<file path="src/rtl/mips_cpu_mem_ctrl.sv">
// mips_cpu_mem_ctrl: bridges a single-outstanding CPU load/store request onto
// an Avalon-MM master. It handles byte/half/word lane steering, extends load
// data, and aborts a transfer after WAIT_LIMIT consecutive waitrequest cycles.
//
// Ports
//   clk, reset          : clock, asynchronous active-low reset
//   req_*               : CPU request (valid/write/size/signed/addr/wdata)
//   req_ready           : high in IDLE; a request is taken on that edge
//   resp_valid          : one-cycle completion pulse
//   resp_rdata/resp_err : result, held until the next response
//   mem_address, memread, memwrite, byteenable, memwritedata,
//   waitrequest, memreaddata : Avalon-MM master side
module mips_cpu_mem_ctrl #(
  parameter int WAIT_LIMIT = 255
) (
  input  logic        clk,
  input  logic        reset,
  input  logic        req_valid,
  input  logic        req_write,
  input  logic [1:0]  req_size,
  input  logic        req_signed,
  input  logic [31:0] req_addr,
  input  logic [31:0] req_wdata,
  output logic        req_ready,
  output logic        resp_valid,
  output logic [31:0] resp_rdata,
  output logic        resp_err,
  output logic [31:0] mem_address,
  output logic        memread,
  output logic        memwrite,
  output logic [3:0]  byteenable,
  output logic [31:0] memwritedata,
  input  logic        waitrequest,
  input  logic [31:0] memreaddata
);

  localparam int CW = (WAIT_LIMIT < 2) ? 1 : $clog2(WAIT_LIMIT + 1);
  localparam logic [CW-1:0] LIM_M1 = CW'(WAIT_LIMIT - 1);

  typedef enum logic [1:0] {IDLE, BUS, RESP} state_t;

  typedef struct packed {
    logic        write;
    logic [1:0]  size;
    logic        sgn;
    logic [31:0] addr;
    logic [31:0] wdata;
  } req_t;

  state_t      state, state_nxt;
  req_t        req_q;
  logic [CW-1:0] wait_cnt;
  logic [31:0] rdata_q;
  logic        err_q;

  logic        bad_req;
  logic        timeout;
  logic        bus_on;
  logic [3:0]  be_w;
  logic [31:0] wd_w;
  logic [7:0]  rd_byte;
  logic [15:0] rd_half;
  logic [31:0] ld_data;

  // Misalignment / reserved-size check on the live request, so a bad request
  // skips the bus entirely.
  always_comb begin
    bad_req = 1'b0;
    unique case (req_size)
      2'b00:   bad_req = 1'b0;
      2'b01:   bad_req = req_addr[0];
      2'b10:   bad_req = |req_addr[1:0];
      default: bad_req = 1'b1;
    endcase
  end

  // Abort on the WAIT_LIMIT-th consecutive stalled cycle.
  assign timeout = (state == BUS) && waitrequest && (wait_cnt == LIM_M1);

  always_ff @(posedge clk or negedge reset) begin
    if (!reset) state <= IDLE;
    else        state <= state_nxt;
  end

  always_comb begin
    state_nxt = state;
    unique case (state)
      IDLE: if (req_valid) state_nxt = bad_req ? RESP : BUS;
      BUS:  if (!waitrequest || timeout) state_nxt = RESP;
      RESP: state_nxt = IDLE;
      default: state_nxt = IDLE;
    endcase
  end

  // Lane steering from the registered request.
  always_comb begin
    be_w = 4'b0000;
    wd_w = req_q.wdata;
    unique case (req_q.size)
      2'b00: begin
        be_w = 4'b0001 << req_q.addr[1:0];
        wd_w = {4{req_q.wdata[7:0]}};
      end
      2'b01: begin
        be_w = req_q.addr[1] ? 4'b1100 : 4'b0011;
        wd_w = {2{req_q.wdata[15:0]}};
      end
      2'b10: begin
        be_w = 4'b1111;
        wd_w = req_q.wdata;
      end
      default: begin
        be_w = 4'b0000;
        wd_w = req_q.wdata;
      end
    endcase
  end

  // Load extraction and extension.
  always_comb begin
    rd_byte = memreaddata[{req_q.addr[1:0], 3'b000} +: 8];
    rd_half = req_q.addr[1] ? memreaddata[31:16] : memreaddata[15:0];
    ld_data = memreaddata;
    unique case (req_q.size)
      2'b00:   ld_data = {{24{req_q.sgn & rd_byte[7]}}, rd_byte};
      2'b01:   ld_data = {{16{req_q.sgn & rd_half[15]}}, rd_half};
      default: ld_data = memreaddata;
    endcase
  end

  always_ff @(posedge clk or negedge reset) begin
    if (!reset) begin
      req_q    <= '0;
      wait_cnt <= '0;
      rdata_q  <= '0;
      err_q    <= 1'b0;
    end else begin
      unique case (state)
        IDLE: if (req_valid) begin
          req_q    <= '{write: req_write, size: req_size, sgn: req_signed,
                        addr: req_addr, wdata: req_wdata};
          wait_cnt <= '0;
          if (bad_req) begin
            rdata_q <= '0;
            err_q   <= 1'b1;
          end
        end
        BUS: begin
          if (!waitrequest) begin
            rdata_q <= req_q.write ? 32'h0 : ld_data;
            err_q   <= 1'b0;
          end else if (timeout) begin
            rdata_q <= '0;
            err_q   <= 1'b1;
          end else begin
            wait_cnt <= wait_cnt + CW'(1);
          end
        end
        default: ;
      endcase
    end
  end

  assign bus_on       = (state == BUS);
  assign req_ready    = (state == IDLE);
  assign resp_valid   = (state == RESP);
  assign resp_rdata   = rdata_q;
  assign resp_err     = err_q;
  assign mem_address  = {req_q.addr[31:2], 2'b00};
  assign memread      = bus_on & ~req_q.write;
  assign memwrite     = bus_on &  req_q.write;
  assign byteenable   = bus_on ? be_w : 4'b0000;
  assign memwritedata = wd_w;

endmodule

</file>
<file path="config.mk">
export PLATFORM = sky130hd
export DESIGN_NAME = mips_cpu_mem_ctrl
export DESIGN_NICKNAME = d
export VERILOG_FILES = /design/src/rtl/mips_cpu_mem_ctrl.sv
export SDC_FILE = /design/constraint.sdc
export NUM_CORES = 1
export LEC_CHECK = 0
export ABC_CLOCK_PERIOD_IN_PS = 2670
export CAP_MARGIN = 20
export CORE_MARGIN = 1
export CORE_UTILIZATION = 48
export DETAILED_ROUTE_END_ITERATION = 6
export GPL_ROUTABILITY_DRIVEN = 0
export PLACE_DENSITY_LB_ADDON = 0.25
export SKIP_CTS_REPAIR_TIMING = 1
export SLEW_MARGIN = 20
export SYNTH_ARGS = -nofsm -noshare
export SYNTH_HDL_FRONTEND = slang
export SYNTH_SLANG_ARGS = --single-unit
</file>
<file path="constraint.sdc">
create_clock -name clk -period 2.67 [get_ports clk]
set_input_delay 0.4005 -clock clk [delete_from_list [all_inputs] [get_ports clk]]
set_output_delay 0.4005 -clock clk [all_outputs]
set_load 0.05 [all_outputs]
</file>
; ---- Yosys cells after proc, flatten, opt, wreduce, memory -nomap -nowiden
; Cells that the tools add are included.
; Widths: inputs -> output; s select.
[classes]
addsub = 1
eq_ne = 13
n_shift = 2
mux = 26
n_bitwise = 5
reduce_logical = 13
[ops]
columns = cell, count
row1 = $pmux 32 s2, 3
row2 = $mux 32, 5
row3 = $shiftx 32x6->8, 1
row4 = $mux 8, 3
row5 = $mux 16, 1
row6 = $pmux 8 s2, 1
row7 = $pmux 4 s3, 1
row8 = $add 8x1->8 const B, 1
row9 = $eq 8x8->1 const B, 1
row10 = $mux 4, 2
row11 = $reduce_and 4->1, 2
row12 = $eq 2x1->1 const B, 3
row13 = $eq 2x2->1 const B, 3
row14 = $logic_not 2->1, 3
row15 = $mux 2, 3
row16 = $ne 2x2->1 const B, 3
row17 = $and 1x1->1, 4
row18 = $mux 1, 4
row19 = $ne 2x1->1 const B, 2
row20 = $pmux 2 s2, 1
row21 = $reduce_and 2->1, 2
row22 = $shl 1x2->4 const A, 1
row23 = $ne 3x3->1 const B, 1
row24 = $pmux 1 s3, 1
row25 = 7 further kinds, 8
[totals]
ff_bits = 111
in_bits = 104
output_inout_bits = 105

; ---- Depth between registers and ports, before layout
; Gate-level depths: netlist of the first run.
[depth]
ltp_word = 6
ltp_mapped = 7
mapped_depth_nobuf = 6

; ---- Worst setup path after synthesis of the first run
; OpenSTA, ideal clock, no wires.
[synth_path]
kind = register to output
from = register req_q[66] (netlist bit)
to = output byteenable[1]
t_arrival_ns = 2.405
required_time_ns = 2.270
setup_slack_ns = -0.135
stages_incl_launch_ff = 6
path_buffers = 3
path_cell_list = dfrtp_1 -> buf_2 -> buf_1 -> clkbuf_1 -> nor2_1 -> a211oi_1
[synth_between]
elab_chain_cells = 3
[synth_lines]
columns = item, line_no
row1 = from (decl), 51  ; req_t req_q;
row2 = from (signal assigned), 140  ; req_q <= '{write: req_write, size: req_size, sgn: req_signed,
row3 = "$eq 2x2->1, or another cell as far along", 99  ; unique case (req_q.size)
row4 = $pmux 4 s3 (*), 99
row5 = $mux 4 (*), 172  ; assign byteenable = bus_on ? be_w : 4'b0000;
row6 = to (decl), 31  ; output logic [3:0] byteenable,
; Every way passes the cells marked *; elsewhere a longest branch is shown, timed or not.

; ---- Worst setup path after layout of the first run
[layout_path]
from = register req_q[66] (netlist bit)
to = output memwritedata[19]
[layout_between]
elab_chain_cells = 2
[layout_lines]
columns = item, line_no
row1 = $eq 2x1->1 / $logic_not 2->1 (equally long branches), 99
row2 = $pmux 32 s2 (*), 99
row3 = to (decl), 32  ; output logic [31:0] memwritedata,
; Marks and branches as above.

==> metrics list, run 1 <==
* Outcome: finished clean
* Synthesis Warnings: 0
* # Max-Cap Violations: 0
- Transition time at the pin with the least slew margin: 0.844 ns
- The count of final max-slew check failures came to 0.
- Net switching fraction of the power: 0.444
* Core footprint: 11400 sq um
- STA classifies the critical path endpoint as an output pin.
- Clock tree from TritonCTS: built
* Final Hold Vio Count: 0
* Startpoint kind of the worst setup timing path: flop
* Tot Pwr: 8.24 mW
* Cell count after placement: 762
- Setup repair after global routing left no endpoint under its margin.
- Cell Pwr Density: 1040 nW/um^2
- Type of the worst setup path: flop to output pin
* Pin count of the biggest net entering global routing: 50
- Main combinational cell family by area after synthesis: multiplexers
- Half-perimeter wire length of the detailed placement result: 10.7 mm
* Share of synthesized cell area in and, or, nand and nor gates: 0.0910
- Count of vias placed by the detailed router: 4359
- Maximum root-to-sink buffer count: 2
- The number of antenna violations at the first check in global routing came to 0.
- Counting I/O delays and the setup requirement, the final critical path takes 2.54 ns.
- Floorplan die height: 110 um
- Beginning of the worst register-to-register path: state[1]$_DFFE_PN0P_
- The H-tree was split into 3 levels.
* Reported net switching power: 3.65 mW
- Period utilization: 0.950
* Xor and xnor area share after synthesis: 0.00626
* Number of flops mapped to enable cells by yosys: 0
- The tree built by TritonCTS fans out to 111 sinks.
- The tree is rooted in a sky130_fd_sc_hd__clkbuf_16.
- The clock reaches the later pin of the worst-skew pair after 0.35 ns.
- The complex-gate fraction of the synthesized area was 0.124.
- Average wire per standard cell: 18.4 um
* Total number of placement rows: 39
* Area taken by multi-input logic gates: 2370 sq um
- Ys flop type: sky130_fd_sc_hd__dfrtp_1
- In this run the tool buffered the top-level ports with 206 buffer cells.
* Layout fillers: 847
- The die covers 12100 sq um.
* Post-synthesis cell type with the largest combined area: sky130_fd_sc_hd__dfrtp_1
* Average via count per standard cell: 5.60
* Number of CTS-inserted buffers: 9
- Number of cells in the finished layout apart from fillers: 778
- Maximum ir drop on the vdd rail: 0.806 mV
- Net total in the final layout: 736
- After synthesis, the share of flip-flops with an asynchronous set or reset is 1.00.
* Post-Syn Area: 5590 sq um
* I/O Pins: 209
* Post-Syn Instances: 469
* First-pass GRT wire length: 22.2 mm
* Final core utilization: 0.697
- Horizontal die dimension: 110 um
* Residual overflow from global routing: 0
- Drt drc: 0
* Area delta synth->final: 41.6%
- The tightest hold path in the finished design has a slack of 0.0664 ns.
* Initial core utilization: 0.492
- Clock tree skew after final layout: 0.00613 ns
- Of the post-synthesis cell area, the part taken by muxes is 0.195.
- Number of detailed-routing iterations run before antenna repair: 4
- Across the whole layout, storage elements account for 2780 sq um.
- Setup violations remaining at the end of the flow were counted as 0.
- A synthesized cell averages 11.9 sq um.
* Share of power burned in registers: 0.302
- Data on the critical path arrives at its endpoint at 2.14 ns.
- Number of antenna diodes: 0
- Clock transition at path regs: 0.07 ns
- Worst-case headroom to the max-slew limit: 0.433
- Vias in the first global route: 4429
- Proportion of layout cells with a drive suffix above 1: 0.231
- Data required time at the worst endpoint: 2.27 ns
- Overall Global Routing Usage: 0.241
* Critical Path Source: req_q[66]$_DFFE_PN0P_
- Post-synthesis cell type count: 48
- Summed over all cells, the static leakage comes to 3.25 nW.
- Ranked by total cell area, the synthesized netlist is headed by sky130_fd_sc_hd__dfrtp_1 50%, sky130_fd_sc_hd__mux2_2 17%, sky130_fd_sc_hd__buf_4 5.4%, sky130_fd_sc_hd__a221o_1 4.3%, sky130_fd_sc_hd__mux2i_1 1.8%.
- Clk network pwr share: 0.153
- Timing-limited maximum frequency: 0.394 GHz
- DRC violation total after the first TritonRoute iteration: 201
- The routed design has 14.4 mm of wire.
* Sequential share of the synthesized area: 0.497
- Number of nets with antenna violations after routing: 0
- Design internal power: 4.58 mW
- Of the total power, combinational logic draws 0.546.
* Critical Path Fanout Max: 25
* Worst hold path class: input port to asynchronous set/reset pin
- Synth Register Bits: 111
* Synth Area in Adders: 0.00447
* Area share of the leading cell type in the synthesized netlist: 0.497
==> placed cells by master, fill, tap and decap left out, types with 3 or more instances in the layout <==
| cell | count |
|---|---|
| sky130_fd_sc_hd__clkdlybuf4s50_1 | 183 |
| sky130_fd_sc_hd__dfrtp_1 | 110 |
| sky130_fd_sc_hd__mux2_2 | 86 |
| sky130_fd_sc_hd__a221o_1 | 24 |
| sky130_fd_sc_hd__buf_4 | 22 |
| sky130_fd_sc_hd__nand2_1 | 18 |
| sky130_fd_sc_hd__nor2_1 | 15 |
| sky130_fd_sc_hd__buf_12 | 15 |
| sky130_fd_sc_hd__o21ai_0 | 13 |
| sky130_fd_sc_hd__mux2i_1 | 10 |
| sky130_fd_sc_hd__nor2b_1 | 10 |
| sky130_fd_sc_hd__nand3_1 | 9 |
| sky130_fd_sc_hd__o2bb2ai_1 | 9 |
| sky130_fd_sc_hd__clkbuf_16 | 9 |
| sky130_fd_sc_hd__o21a_1 | 8 |
| sky130_fd_sc_hd__nand3b_1 | 8 |
| sky130_fd_sc_hd__inv_1 | 7 |
| sky130_fd_sc_hd__a211oi_1 | 7 |
| sky130_fd_sc_hd__a311oi_1 | 7 |
| sky130_fd_sc_hd__a31oi_1 | 6 |
| sky130_fd_sc_hd__a21oi_1 | 5 |
| sky130_fd_sc_hd__nor3_1 | 4 |
| sky130_fd_sc_hd__nand2b_1 | 3 |
| sky130_fd_sc_hd__nand4_1 | 3 |
| sky130_fd_sc_hd__a221oi_1 | 3 |
| sky130_fd_sc_hd__clkinv_2 | 3 |
==> Yosys cell counts, drive strengths merged, types with 2 or more instances <==
| cell type | number |
|---|---|
| a311oi | 7 |
| a221o | 24 |
| nor2 | 16 |
| ha | 2 |
| clkbuf | 20 |
| nand3b | 8 |
| a21oi | 5 |
| a221oi | 3 |
| a31oi | 6 |
| nand2 | 18 |
| mux2 | 86 |
| inv | 7 |
| buf | 51 |
| o21a | 8 |
| or3 | 2 |
| dfrtp | 111 |
| nor2b | 10 |
| o211ai | 2 |
| mux2i | 10 |
| nand2b | 4 |
| nand3 | 9 |
| o21ai | 15 |
| xnor2 | 2 |
| nor3 | 4 |
| o2bb2ai | 9 |
| xor2 | 2 |
| nand4b | 2 |
| nand4 | 3 |
| a211oi | 7 |
| and2 | 2 |
| and4 | 2 |
==> critical path, cell delays in order, from the launching register on <==
cell and delay, ns:
sky130_fd_sc_hd__dfrtp_2 0.69, sky130_fd_sc_hd__mux2_2 0.39, sky130_fd_sc_hd__clkdlybuf4s50_1 0.72
==> path summary, 6_finish.rpt <==
| check | slack, ns | end | cells past startpoint |
|---|---|---|---|
| min reg2reg | 0.50 | resp_rdata[10]$_DFFE_PN0P_ | 1 |
| max reg2reg | 0.44 | resp_rdata[31]$_DFFE_PN0P_ | 4 |
| min in group clk | 0.50 | resp_rdata[10]$_DFFE_PN0P_ | 1 |
| max in group asynchronous | 1.96 | resp_rdata[3]$_DFFE_PN0P_ | 2 |
| min | 0.07 | mem_address[29]$_DFFE_PN0P_ | 1 |
| max | 0.13 | memwritedata[19] | 2 |
==> final cells by class <==
cell class / count / area share
tap: 143 / 0.0226
timing repair buffer: 220 / 0.290
clock buffer: 12 / 0.0311
inverter: 7 / 0.00332
clock inverter: 4 / 0.00284
multi-input combinational: 281 / 0.300
sequential: 111 / 0.351
==> flip-flops by register name (all words and copies together) (netlist names) <==
signal	cells
mem_address	30
req_q	38
resp_err	1
resp_rdata	32
state	2
wait_cnt	8
==> cell families after synthesis <==
group / count (synthesis)
buffers and inverters: 78
muxes: 97
other: 1
AOI/OAI and AO/OA: 89
and+or+nand+nor: 87
xor gates and xnor gates: 4
DFF: 111
adders and majority gates: 2
==> metal layers <==
metal	wire length, um	global-route usage	vias up
li1	-	-	2004
met1	5670	0.289	2152
met2	7230	0.410	184
met3	1210	0.0634	19
met4	242	0.0981	0
met5	0	0	-
==> through the flow <==
step / setup slack [ns] / area, sq um / TNS, ns
floorplan: -0.135 / 5600 / -0.427
global placement: 0.365 / 7650 / 0
detailed placement: 0.255 / 7650 / 0
CTS: 0.106 / 7920 / 0
global route: 0.0453 / 7920 / 0
finish: 0.133 / 7920 / 0
==> power groups by stage <==
stage               combinational [mW]  sequential (mW)  clock (mW)
floorplan                         2.85             2.77           0
global placement                  4.46             2.49           0
detailed placement                4.51             2.53           0
CTS                               4.52             2.50        1.28
global route                      4.71             2.55        1.35
finish                            4.49             2.49        1.26
Note: power is estimated with default switching activity, not from simulation.
==> run 2, diff against run 1 <==
- SETUP_SLACK_MARGIN: not set -> 0.3
==> run 2 against run 1 <==
Effect of this change: die area did not move; fmax is 13% higher; critical endpoint is now resp_valid; critical path depth unchanged; design area is 0.69% higher; combinational power rose by 2%; wire length rose by 0.86%; sequential share of layout area is 0.19 points lower; non-clock buffer count grew 3; global-route usage is the same.
==> metrics list, run 2 (same netlist as run 1, synthesis figures left out) <==
- Number of detailed-routing iterations run before antenna repair: 4 (unchanged)
* Comb power frac: 0.551 (+0.005)
- The clock share of power came to 0.151 (-0.002).
* Number of sinks on the clock net: 111 (unchanged)
- The final routed wire length divided by cell count came to 18.5 um (+0.48%).
- Maximum ir drop on the vdd rail: 0.806 mV (about the same)
- Clock tree from TritonCTS: built
- Transition time at the pin with the least slew margin: 0.841 ns (-0.00254 ns)
* Number of flip-flops in the largest register: 38 (unchanged)
- The area enclosed by the die boundary came to 12100 sq um (unchanged).
- The number of input and output port buffers inserted is 206 (unchanged).
* Floorplan die height: 110 um (unchanged)
- The count of endpoints failing hold in the final timing report is 0 (unchanged).
- The max-slew headroom at the worst pin is 0.435 (+0.00171).
- The via density per instance is 5.64 (+0.74%).
* Period utilization: 0.838 (-0.112)
- Reported net switching power: 3.67 mW (+0.44%)
- Overall Global Routing Usage: 0.241 (unchanged)
* Count of vias placed by the detailed router: 4408 (+1.1%)
- Timing-limited maximum frequency: 0.447 GHz (+13%)
- Most common library cell in the layout ignoring fill and taps: sky130_fd_sc_hd__clkdlybuf4s50_1
- STA classifies the critical path endpoint as an output pin.
- Initial core utilization: 0.492 (unchanged)
- The pin count of the biggest net entering global routing came to 50 (unchanged).
- The H-tree depth came to 3 (unchanged).
- Share of power burned in registers: 0.298 (-0.004)
- The setup violation total in the final timing report came to 0 (unchanged).
- The number of cells after detailed placement was 762 (unchanged).
* Net switching fraction of the power: 0.443 (about the same)
- Number of nets with antenna violations after routing: 0 (unchanged)
* Number of cells in the finished layout apart from fillers: 781 (+0.39%)
- Reported leakage power: 3.35 nW (+3.0%)
* Cell Pwr Density: 1040 nW/um^2 (-0.24%)
- Total number of placement rows: 39 (unchanged)
- Arrival time of the worst setup path: 1.84 ns (-0.30 ns)
- Proportion of layout cells with a drive suffix above 1: 0.237 (+0.00518)
- The area of the core was 11400 sq um (unchanged).
- The latest clock arrival within the worst-skew pair was 0.34 ns (about the same).
- The number of violations of the max-capacitance limit was 0 (unchanged).
* Initial antenna violation count: 0 (unchanged)
* Shortest period the worst path allows: 2.24 ns (-0.299 ns)
* Area delta synth->final: 42.6%
- The total inserted antenna cells came to 0 (unchanged).
- Half-perimeter wire length of the detailed placement result: 10.7 mm (unchanged)
- The die width was 110 um (unchanged).
- Sum of negative setup slack: 0 ns (unchanged)
* Post-layout instance area: 7980 sq um (+0.69%)
- The cell area reported after detailed placement was 7650 sq um (unchanged).
- Minimum hold slack: 0.0695 ns (+0.00308 ns)
* Data required time at the worst endpoint: 2.27 ns (about the same)
- The count of final max-slew check failures was 0 (unchanged).
* DRC violation total after the first TritonRoute iteration: 189 (-6.0%)
* Critical Path Fanout Max: 14 (-44%)
- Counting flops per register, the top entry is req_q.
- Cell at the root of the clock tree: sky130_fd_sc_hd__clkbuf_16
- RSZ-0062 raised after global routing: no
* Outcome: finished clean
- The cell-internal power came to 4.61 mW (+0.47%).
* Number of CTS-inserted buffers: 9 (unchanged)
- The number of global-route vias before repair came to 4429 (unchanged).
- Clock transition at path regs: 0.07 ns (about the same)
- The path class of the tightest hold or removal check is input port to asynchronous set/reset pin.
- The number of buffers between clock root and the deepest sink came to 2 (unchanged).
* Commonest non-fill, non-tap cells in the layout: 175 x sky130_fd_sc_hd__clkdlybuf4s50_1, 109 x sky130_fd_sc_hd__dfrtp_1, 86 x sky130_fd_sc_hd__mux2_2
- The maximum clock skew at final layout is 0.00572 ns (-0.000413 ns).
* Startpoint kind of the worst setup timing path: flop
- I/O Pins: 209 (unchanged)
- Net total in the final layout: 739 (+0.41%)
* Layout fillers: 839 (-0.94%)
* Drt drc: 0 (unchanged)
- The final routed wirelength across all metal layers came to 14.5 mm (+0.86%).
- The global-route wire length before repair was 22.2 mm (unchanged).
- Residual overflow from global routing: 0 (unchanged)
* Type of the worst setup path: flop to output pin
[run 2: changes by cell type in the layout (fill, tap and decap cells not counted), sizes merged]
cell	previous run	this run
buf	37	40
clkdlybuf4s50	183	175
dlymetal6s2s	0	8
[run 2: cell type report]
cell class	count	area [sq um]	area share
repair buffers	223	2340	0.294
clock buffers	12	246	0.0309
inverters	7	26.3	0.00329
multi-input cells	281	2380	0.298
well taps	143	179	0.0224
flip-flops and latches	111	2780	0.349
clock inverters	4	22.5	0.00282
[run 2: final timing paths]
path,startpoint,to,slack [ns],depth (start not counted)
setup / recovery,state[1]$_DFFE_PN0P_,resp_valid,0.43,2
hold / removal,reset,mem_address[29]$_DFFE_PN0P_,0.07,1
setup reg to reg,state[1]$_DFFE_PN0P_,resp_rdata[31]$_DFFE_PN0P_,0.54,4
hold reg to reg,resp_rdata[10]$_DFFE_PN0P_,resp_rdata[10]$_DFFE_PN0P_,0.50,1
max in group asynchronous,reset,resp_rdata[3]$_DFFE_PN0P_,1.96,2
min in group clk,resp_rdata[10]$_DFFE_PN0P_,resp_rdata[10]$_DFFE_PN0P_,0.50,1
[run 2: per-stage QoR]
stage	utilization	worst slack, ns	total power [mW]
2_1_floorplan	-	-0.135	5.62
3_3_place_gp	0.673	0.365	6.95
3_5_place_dp	0.673	0.255	7.03
4_1_cts	0.697	0.106	8.30
5_1_grt	0.702	0.353	8.65
6_report	0.702	0.432	8.27
[run 2: worst max-delay path, stage by stage, from the launching register on]
cell,delay (ns)
sky130_fd_sc_hd__dfrtp_2,0.52
sky130_fd_sc_hd__nor2b_1,0.17
sky130_fd_sc_hd__clkdlybuf4s50_1,0.81
[run 2: power by group through the flow]
stage / clock network, mW / registers, mW / logic [mW]
finish: 1.25 / 2.46 / 4.56
global route: 1.35 / 2.53 / 4.77
CTS: 1.28 / 2.50 / 4.52
detailed placement: 0 / 2.53 / 4.51
global placement: 0 / 2.49 / 4.46
floorplan: 0 / 2.77 / 2.85
[run 2: per-layer routing]
layer,share of wire,global-route usage
met1,0.39,0.289
met2,0.50,0.410
met3,0.086,0.0634
met4,0.019,0.0981
met5,0,0
==> run 3, diff against run 2 <==
- ABC_CLOCK_PERIOD_IN_PS: 2670 -> 2200
- CORE_UTILIZATION: 48 -> 45
- clock period: 2.67 -> 2.2 ns (I/O delays scaled with it)
==> run 3 against run 2 <==
Effect of this change: design area increased by 6.7%; non-clock buffer count up 15; wire length up 3.2%; critical path depth rose by 2; worst hold slack got worse by 0.022 ns; core utilization rose by 0.43 points; count of clock-buffer cells in the layout grew 1; power grew 31%; first-iteration DRC count increased by 19%; die area grew 6.5%; clock skew is 0.0016 ns lower; clock power increased by 37%; largest cell class unchanged; highest routed layer unchanged.
==> metrics list, run 3 (same netlist as run 1, synthesis figures left out) <==
- Critical Path Source: req_q[66]$_DFFE_PN0P_
* Transition time at the pin with the least slew margin: 0.593 ns (-0.248 ns)
* Outcome: finished clean
- Average via count per standard cell: 5.33 (-5.6%)
- Area delta synth->final: 52.2%
- Dividing the final minimum period by the clock period gives 0.895.
- The cell-internal power came to 6.21 mW (+35%).
- The path class of the tightest hold or removal check is input port to asynchronous set/reset pin.
* Floorplan die height: 113 um (+3.2%)
- Number of flip-flops in the largest register: 38 (unchanged)
* Pin count of the biggest net entering global routing: 112 (+120%)
* Timing-limited maximum frequency: 0.508 GHz
* Slowest stage delay, CP: 0.45 ns (-0.36 ns)
- Number of sinks on the clock net: 111 (unchanged)
* DRC violation total after the first TritonRoute iteration: 225 (+19%)
* Share of power burned in registers: 0.274 (-0.024)
- The number of cells in the finished layout apart from fillers is 821 (+5.1%).
- The worst register-to-register path begins at req_q[33]$_DFFE_PN0P_.
- The clock-pin slew on the worst setup and hold paths was 0.07 ns (about the same).
* Final core utilization: 0.706 (+0.00435)
* Drt drc: 0 (unchanged)
- The proportion of power drawn by combinational gates came to 0.569 (+0.018).
* Clk network pwr share: 0.157 (+0.006)
* Cell with the largest stage delay on the worst path: sky130_fd_sc_hd__dfrtp_2
- Net total in the final layout: 754 (+2.0%)
- Clock tree skew after final layout: 0.00413 ns (-0.00159 ns)
- The setup TNS is 0 ns (unchanged).
- Proportion of layout cells with a drive suffix above 1: 0.294 (+0.0574)
- Initial antenna violation count: 0 (unchanged)
- Net switching fraction of the power: 0.429 (-0.0148)
- Total number of placement rows: 40 (+2.6%)
* Final Hold Vio Count: 0 (unchanged)
- Number of CTS-inserted buffers: 9 (unchanged)
* Critical Path Fanout Max: 6 (-8)
- Worst setup path endpoint: memwritedata[11]
- Overall Global Routing Usage: 0.234 (-0.00719)
* Maximum ir drop on the vdd rail: 0.811 mV (+0.55%)
- RSZ-0062 raised after global routing: yes
* Minimum hold slack: 0.0474 ns (-0.0221 ns)
* Residual overflow from global routing: 0 (unchanged)
* Final setup fails: 0 (unchanged)
- Count of vias placed by the detailed router: 4373 (-0.79%)
- Number of antenna diodes: 0 (unchanged)
- Register with the highest flop count: req_q
- Clock tree from TritonCTS: built
- The critical path goes through nor2_4 > buf_6 > mux2_2 > buf_12.
* Half-perimeter wire length of the detailed placement result: 10.7 mm (-0.21%)
- The die width came to 113 um (+3.2%).
- The number of violations of the max-capacitance limit was 0 (unchanged).
- The H-tree depth came to 3 (unchanged).
* Reported leakage power: 3.79 nW (+13%)
- Cell at the root of the clock tree: sky130_fd_sc_hd__clkbuf_16
- The number of global-route vias before repair is 4538 (+2.5%).
* Most common library cell in the layout ignoring fill and taps: sky130_fd_sc_hd__clkdlybuf4s50_1
* Core footprint: 12100 sq um (+6.1%)
- Maximum root-to-sink buffer count: 2 (unchanged)
* Worst reg-to-reg setup slack: 0.35 ns (-0.19 ns)
- Subtracting the final worst setup slack from the clock period gives 1.97 ns.
- The initial core utilization was 0.464 (-0.0282).
- The top cell types in the final layout, fill and taps aside, are 151 x sky130_fd_sc_hd__clkdlybuf4s50_1, 107 x sky130_fd_sc_hd__dfrtp_1, 81 x sky130_fd_sc_hd__mux2_2.
* Cell count after placement: 792 (+3.9%)
- Worst reg2reg endpoint: resp_rdata[12]$_DFFE_PN0P_
- The worst setup path is captured at an output pin.
* Data required time at the worst endpoint: 1.87 ns (-0.40 ns)
- The arrival time at the worst endpoint came to 1.64 ns (-0.20 ns).
* Number of port buffers: 206 (unchanged)
- R2r worst-path depth: 4 (unchanged)
- Number of detailed-routing iterations run before antenna repair: 5 (+1)
- Number of nets with antenna violations after routing: 0 (unchanged)
- The area enclosed by the die boundary came to 12900 sq um (+6.5%).
- Worst-case headroom to the max-slew limit: 0.605 (+0.170)
* Clock latency of the later-clocked register in the worst-skew pair: 0.35 ns (about the same)
* Slew Viols, Final: 0 (unchanged)
- The net switching component of the power was 4.66 mW (+27%).
- The global-route wire length before repair was 23.4 mm (+5.4%).
* Type of the worst setup path: flop to output pin
- The power density normalized to cell area was 1280 nW/um^2 (+23%).
- Startpoint kind of the worst setup timing path: flop
- The final routed wire length divided by cell count was 18.2 um (-1.9%).
- The final routed wirelength across all metal layers came to 14.9 mm (+3.2%).
- I/O Pins: 209 (unchanged)
==> run 3: changes by cell type in the layout (fill, tap and decap cells not counted), sizes merged <==
cell	change
clkdlybuf4s50	-24
clkinvlp	-1
bufinv	+1
buf	+22
dlymetal6s2s	+14
clkbuf	+4
clkinv	-1
==> run 3: final cells by class <==
cell class / instances / area (sq um)
fillers: 889 / 3540
flip-flops and latches: 111 / 2780
repair buffers: 238 / 2710
multi-input cells: 281 / 2470
clock buffers: 13 / 270
well taps: 168 / 210
clock inverters: 3 / 40.0
inverters: 7 / 26.3
==> run 3: power by group through the flow <==
stage	Clock, mW	Sequential, mW	Combinational (mW)
floorplan	0	3.36	3.60
global placement	0	2.96	5.85
detailed placement	0	3.01	5.92
CTS	1.75	2.97	5.94
global route	1.83	3.06	6.45
finish	1.71	2.98	6.18
==> run 3: worst min-delay path by stage <==
| stage | startpoint | to |
|---|---|---|
| after detailed placement | reset | mem_address[26]$_DFFE_PN0P_ |
| after global routing | reset | mem_address[21]$_DFFE_PN0P_ |
| final | reset | mem_address[21]$_DFFE_PN0P_ |
| after floorplan | reset | mem_address[10]$_DFFE_PN0P_ |
| after CTS | reset | mem_address[26]$_DFFE_PN0P_ |
| after global placement | reset | mem_address[26]$_DFFE_PN0P_ |
==> run 3: metrics by stage <==
step | area, sq um | power [mW] | setup slack (ns)
3_3_place_gp | 7900 | 8.81 | -0.0510
3_5_place_dp | 7900 | 8.93 | -0.0929
6_report | 8520 | 10.9 | 0.231
5_1_grt | 8520 | 11.3 | 0.185
4_1_cts | 8210 | 10.7 | -0.0109
2_1_floorplan | 5690 | 6.96 | 0.349
==> run 3: per-layer routing <==
metal | GRT usage | vias to the layer above | share of wire | routed length (um)
li1 | - | 2044 | - | -
met5 | 0 | - | 0 | 0
met4 | 0.103 | 0 | 0.022 | 330
met1 | 0.264 | 2134 | 0.40 | 5960
met2 | 0.407 | 173 | 0.50 | 7480
met3 | 0.0723 | 22 | 0.077 | 1150
==> run 3: critical path: cells and delay by family (launching register included) <==
family	cells	cell delay, ns
buffers and inverters	2	0.32
DFF	1	0.45
muxes	1	0.37
and+or+nand+nor	1	0.16
==> RTL edit 1: new RTL, settings of run 1 <==
Make the reset (`reset`) synchronous in 2 clocked blocks. Comments in the files are not updated.
--- a/src/rtl/mips_cpu_mem_ctrl.sv
+++ b/src/rtl/mips_cpu_mem_ctrl.sv
@@ -77,7 +77,7 @@
   // Abort on the WAIT_LIMIT-th consecutive stalled cycle.
   assign timeout = (state == BUS) && waitrequest && (wait_cnt == LIM_M1);
 
-  always_ff @(posedge clk or negedge reset) begin
+  always_ff @(posedge clk) begin
     if (!reset) state <= IDLE;
     else        state <= state_nxt;
   end
@@ -128,7 +128,7 @@
     endcase
   end
 
-  always_ff @(posedge clk or negedge reset) begin
+  always_ff @(posedge clk) begin
     if (!reset) begin
       req_q    <= '0;
       wait_cnt <= '0;
Formal check against the unedited RTL: differs if reset is asserted again (counterexample within 4 cycles, from zero or initial values and one cycle with reset low); with reset held inactive, the same outputs for 4 cycles.
==> RTL edit 1 against run 1 <==
Count of clock-buffer cells in the layout stayed put. Final area is 5.9% lower. Area after synthesis is 6.5% lower. Critical path type unchanged. Sequential share of layout area is 5.2 points lower. Worst setup slack better by 19 ps. Global-route usage is 2.5 points higher. Highest routed layer unchanged. Fmax is 0.76% higher. Routed wire length is 7.4% higher. Sequential cell count stayed put. Synthesized cell count is 33% higher.
Power is not compared: it rests on default switching activity, and its combinational part moved more than twofold at a synthesized area within 25%.
==> RTL edit 1: results (changes against run 1) <==
global_route:
  first_global_vias: 4846  # +9.4%
  grt_pass1_wl_mm: 23.8  # +7.0%
  met2_usage_pct: 45.3  # +4.2 points
  use_met1_pct: 30.5  # +1.7 points
  met3_usage_pct: 5.82  # -0.52 points
  grt_usage_pct: 26.6  # +2.5 points
finish:
  multi_input_area_share_pct: 33.4  # +3.4 points
  syn2layout_area_growth_pct: 42.5
  seq_cell_count: 111  # unchanged
  sh_seq_area_pct: 29.9  # -5.2 points
  layout.nonclk_buf_share_pct: 31.6  # +2.6 points
  multi_input_cells: 426  # +52%
  drive_gt1_share_pct: 10.2  # -13 points
  n_all_inverters: 5  # -2
  fin_nets: 879  # +19%
  fillers: 860  # +1.5%
route:
  vias: 5087  # +17%
  dr.first_iter.drc_count: 329  # +64%
  wl_per_cell_um: 16.9  # -8.6%
  finalWirelength_mm: 15.4  # +7.4%
  wl_met1_mm: 6.01  # +6.0%
  met2_length_mm: 7.56  # +4.6%
  met3_length_mm: 1.30  # +7.8%
die:
  die_area_sq_um: 11300  # -6.4%
synth:
  synth_commonest_cells: "nand2_1 (164), dfxtp_1 (111), a21oi_1 (78), buf_4 (42), clkbuf_1 (28)"
  synth.distinct_cells: 53  # +10%
  syn_avg_cell_area_sq_um: 8.36  # -30%
  synth_area_leaders: "dfxtp_1 (42%), nand2_1 (12%), a21oi_1 (7.5%), buf_4 (6.0%), mux2i_1 (3.4%)"
clock_tree:
  clk_latency_ps: 370  # +20 ps
  clk_pin_slew_ps: 100  # +30 ps
  clockRootBuffer: "clkbuf_8"
worst_setup_path:
  max_stage_delay_ps: 500  # -220 ps
  worstRegToRegCells: 5  # +1
  critical_path_arrival_ps: 2120  # -20 ps
place:
  place_ws_ps: 314  # +59.5 ps
  dp_cells: 897  # +18%
  placed_area_sq_um: 7250  # -5.3%
outcome:
  run_status: "finished, final reports clean"
timing:
  worst_pin_slew_ps: 635  # -209 ps
  skew_ps: 10.4  # +4.25 ps
RTL edit 1: worst max-delay path, delay by kind of cell (launching register included):
family,cells,cell delay (ps)
compound gates,1,90
flops,1,500
simple gates,2,520
buf+inv,3,640
RTL edit 1: worst paths after layout:
path / start / to / slack [ps]
worst min register to register: mem_address[8]$_SDFFE_PN0P_ / mem_address[8]$_SDFFE_PN0P_ / 460
worst min-delay path: mem_address[8]$_SDFFE_PN0P_ / mem_address[8]$_SDFFE_PN0P_ / 460
worst max register to register: req_q[33]$_SDFFE_PN0P_ / resp_rdata[30]$_SDFFE_PN0P_ / 740
worst max-delay path: req_q[66]$_SDFFE_PN0P_ / byteenable[2] / 150
RTL edit 1: kinds of logic (layout without fill, tap and decap cells):
logic type,after synthesis,after routing,synth area share [%]
and+or+nand+nor,229,229,19.7
AOI/OAI and AO/OA,153,153,19.0
DFF,111,111,42.5
buffers and inverters,90,241,10.1
muxes,35,35,7.32
xor gates and xnor gates,5,5,0.837
adders and majority gates,2,2,0.478
other,1,2,0.0717
==> RTL edit 2: new RTL, settings of run 1 <==
Without the edit above. The parameter `WAIT_LIMIT` goes from 255 to 510.
--- a/src/rtl/mips_cpu_mem_ctrl.sv
+++ b/src/rtl/mips_cpu_mem_ctrl.sv
@@ -11,7 +11,7 @@
 //   mem_address, memread, memwrite, byteenable, memwritedata,
 //   waitrequest, memreaddata : Avalon-MM master side
 module mips_cpu_mem_ctrl #(
-  parameter int WAIT_LIMIT = 255
+  parameter int WAIT_LIMIT = 510
 ) (
   input  logic        clk,
   input  logic        reset,
Function: same outputs for any inputs over 4 cycles, from zero or initial values and one cycle with reset low; that may be too few to reach the edited logic, so the function may still have changed.
==> RTL edit 2 against run 1 <==
Register-to-register slack hardly changed. Total power is 6.8% higher. Area after synthesis is 0.94% lower. Global-route usage is 1.8 points higher. Final area is 1.5% higher. Synthesized cell count is 29% higher. Sequential cell count is 1 higher. Clock power is 16% higher. Worst setup slack worse by 5.1 ps. Routed wire length is 5.8% higher. Sequential share of layout area is 0.22 points lower. Cell count is 16% higher. Largest power group unchanged.
==> RTL edit 2: results (changes against run 1) <==
timing:
  skew_ps: 8.56  # +2.43 ps
  relSlewSlack_pct: 40.6  # -2.7 points
global_route:
  grt_usage_pct: 25.9  # +1.8 points
  first_global_vias: 4915  # +11%
  grt_pass1_wl_mm: 23.9  # +7.5%
  antenna_found_initial: 0  # unchanged
  grt_max_degree: 72  # +44%
power_and_ir_drop:
  pwr-share-clk_pct: 16.6  # +1.3 points
  p_seq_mw: 2.51
  peakVddDrop_uv: 706  # -12%
  internal_power_mw: 4.90  # +6.9%
  power.static_leakage_nw: 3.68  # +13%
finish:
  regMostFlops: "req_q"
  fin_nets: 861  # +17%
  drive_gt1_share_pct: 10.5  # -13 points
worst_setup_path:
  r2r_end: "resp_rdata[20]$_DFFE_PN0P_"
  critical_path.startpoint: "state[0]$_DFFE_PN0P_"
  reg2reg_from: "req_q[33]$_DFFE_PN0P_"
  max_stage_delay_ps: 810  # +90 ps
  crit_path_max_fanout: 7  # -72%
  worstRegToRegCells: 5  # +1
  crit_end: "memwrite"
outcome:
  run_status: "finished, final reports clean"
place:
  dp_hpwl_mm: 11.2  # +5.0%
  port-buffer-count: 206  # unchanged
  placed_area_sq_um: 7710  # +0.74%
route:
  viasPerCell: 5.45  # -2.7%
  met3_length_mm: 1.20  # -0.58%
  first_pass_iters: 5  # +1
  wl_met1_mm: 6.21  # +9.6%
  dr.first_iter.drc_count: 262  # +30%
  finalWirelength_mm: 15.2  # +5.8%
  met2_length_mm: 7.37  # +1.9%
synth:
  synth_area_leaders: "dfrtp_1 (51%), nand2_1 (15%), buf_4 (5.4%), a221o_1 (4.3%), mux2_2 (3.5%)"
  synth.distinct_cells: 43  # -10%
  synth_commonest_cells: "nand2_1 (218), dfrtp_1 (112), buf_4 (40), clkbuf_1 (31), a221o_1 (24)"
  ys_seq_area_share_pct: 50.6  # +0.92 points
run:
  cap_violations: 0  # unchanged
clock_tree:
  cts_buffers: 9  # unchanged
RTL edit 2: per-stage QoR:
step	total power, mW	setup slack [ps]	instances
5_1_grt	9.23	23.7	900
3_3_place_gp	7.29	180	884
3_5_place_dp	7.39	140	884
2_1_floorplan	5.62	-29.2	605
4_1_cts	8.85	112	900
6_report	8.80	128	900
RTL edit 2: layer usage:
layer  global-route usage (%)  vias to the layer above
li1                         -                     2311
met1                     31.9                     2331
met2                     43.8                      230
met3                     5.39                       33
met4                     11.4                        0
met5                        0                        -
RTL edit 2: worst min path at each step:
stage	endpoint	slack, ps	cells after the start
2_1_floorplan	mem_address[10]$_DFFE_PN0P_	100	0
3_3_place_gp	mem_address[28]$_DFFE_PN0P_	380	1
3_5_place_dp	mem_address[26]$_DFFE_PN0P_	390	1
4_1_cts	mem_address[26]$_DFFE_PN0P_	30	1
5_1_grt	mem_address[26]$_DFFE_PN0P_	40	1
6_report	mem_address[26]$_DFFE_PN0P_	20	1
RTL edit 2: final cells by class:
cell class | instances | area [sq um]
fill | 828 | 2990
sequential | 112 | 2800
timing repair buffer | 218 | 2450
multi-input combinational | 403 | 2240
clock buffer | 10 | 239
tap | 140 | 175
clock inverter | 6 | 92.6
inverter | 11 | 41.3
RTL edit 2: logic make-up (layout without fill, tap and decap cells):
family                   after synthesis  after routing  synth area share (%)
AO/OA/AOI/OAI                         96             96                  13.2
adder cells (fa/ha/maj)                2              2                 0.451
flip-flops                           112            112                  50.6
buffers and inverters                 90            245                  9.14
AND/OR/NAND/NOR                      274            274                  20.7
other                                  1              2                0.0677
XOR/XNOR                               2              2                 0.316
multiplexers                          27             27                  5.49
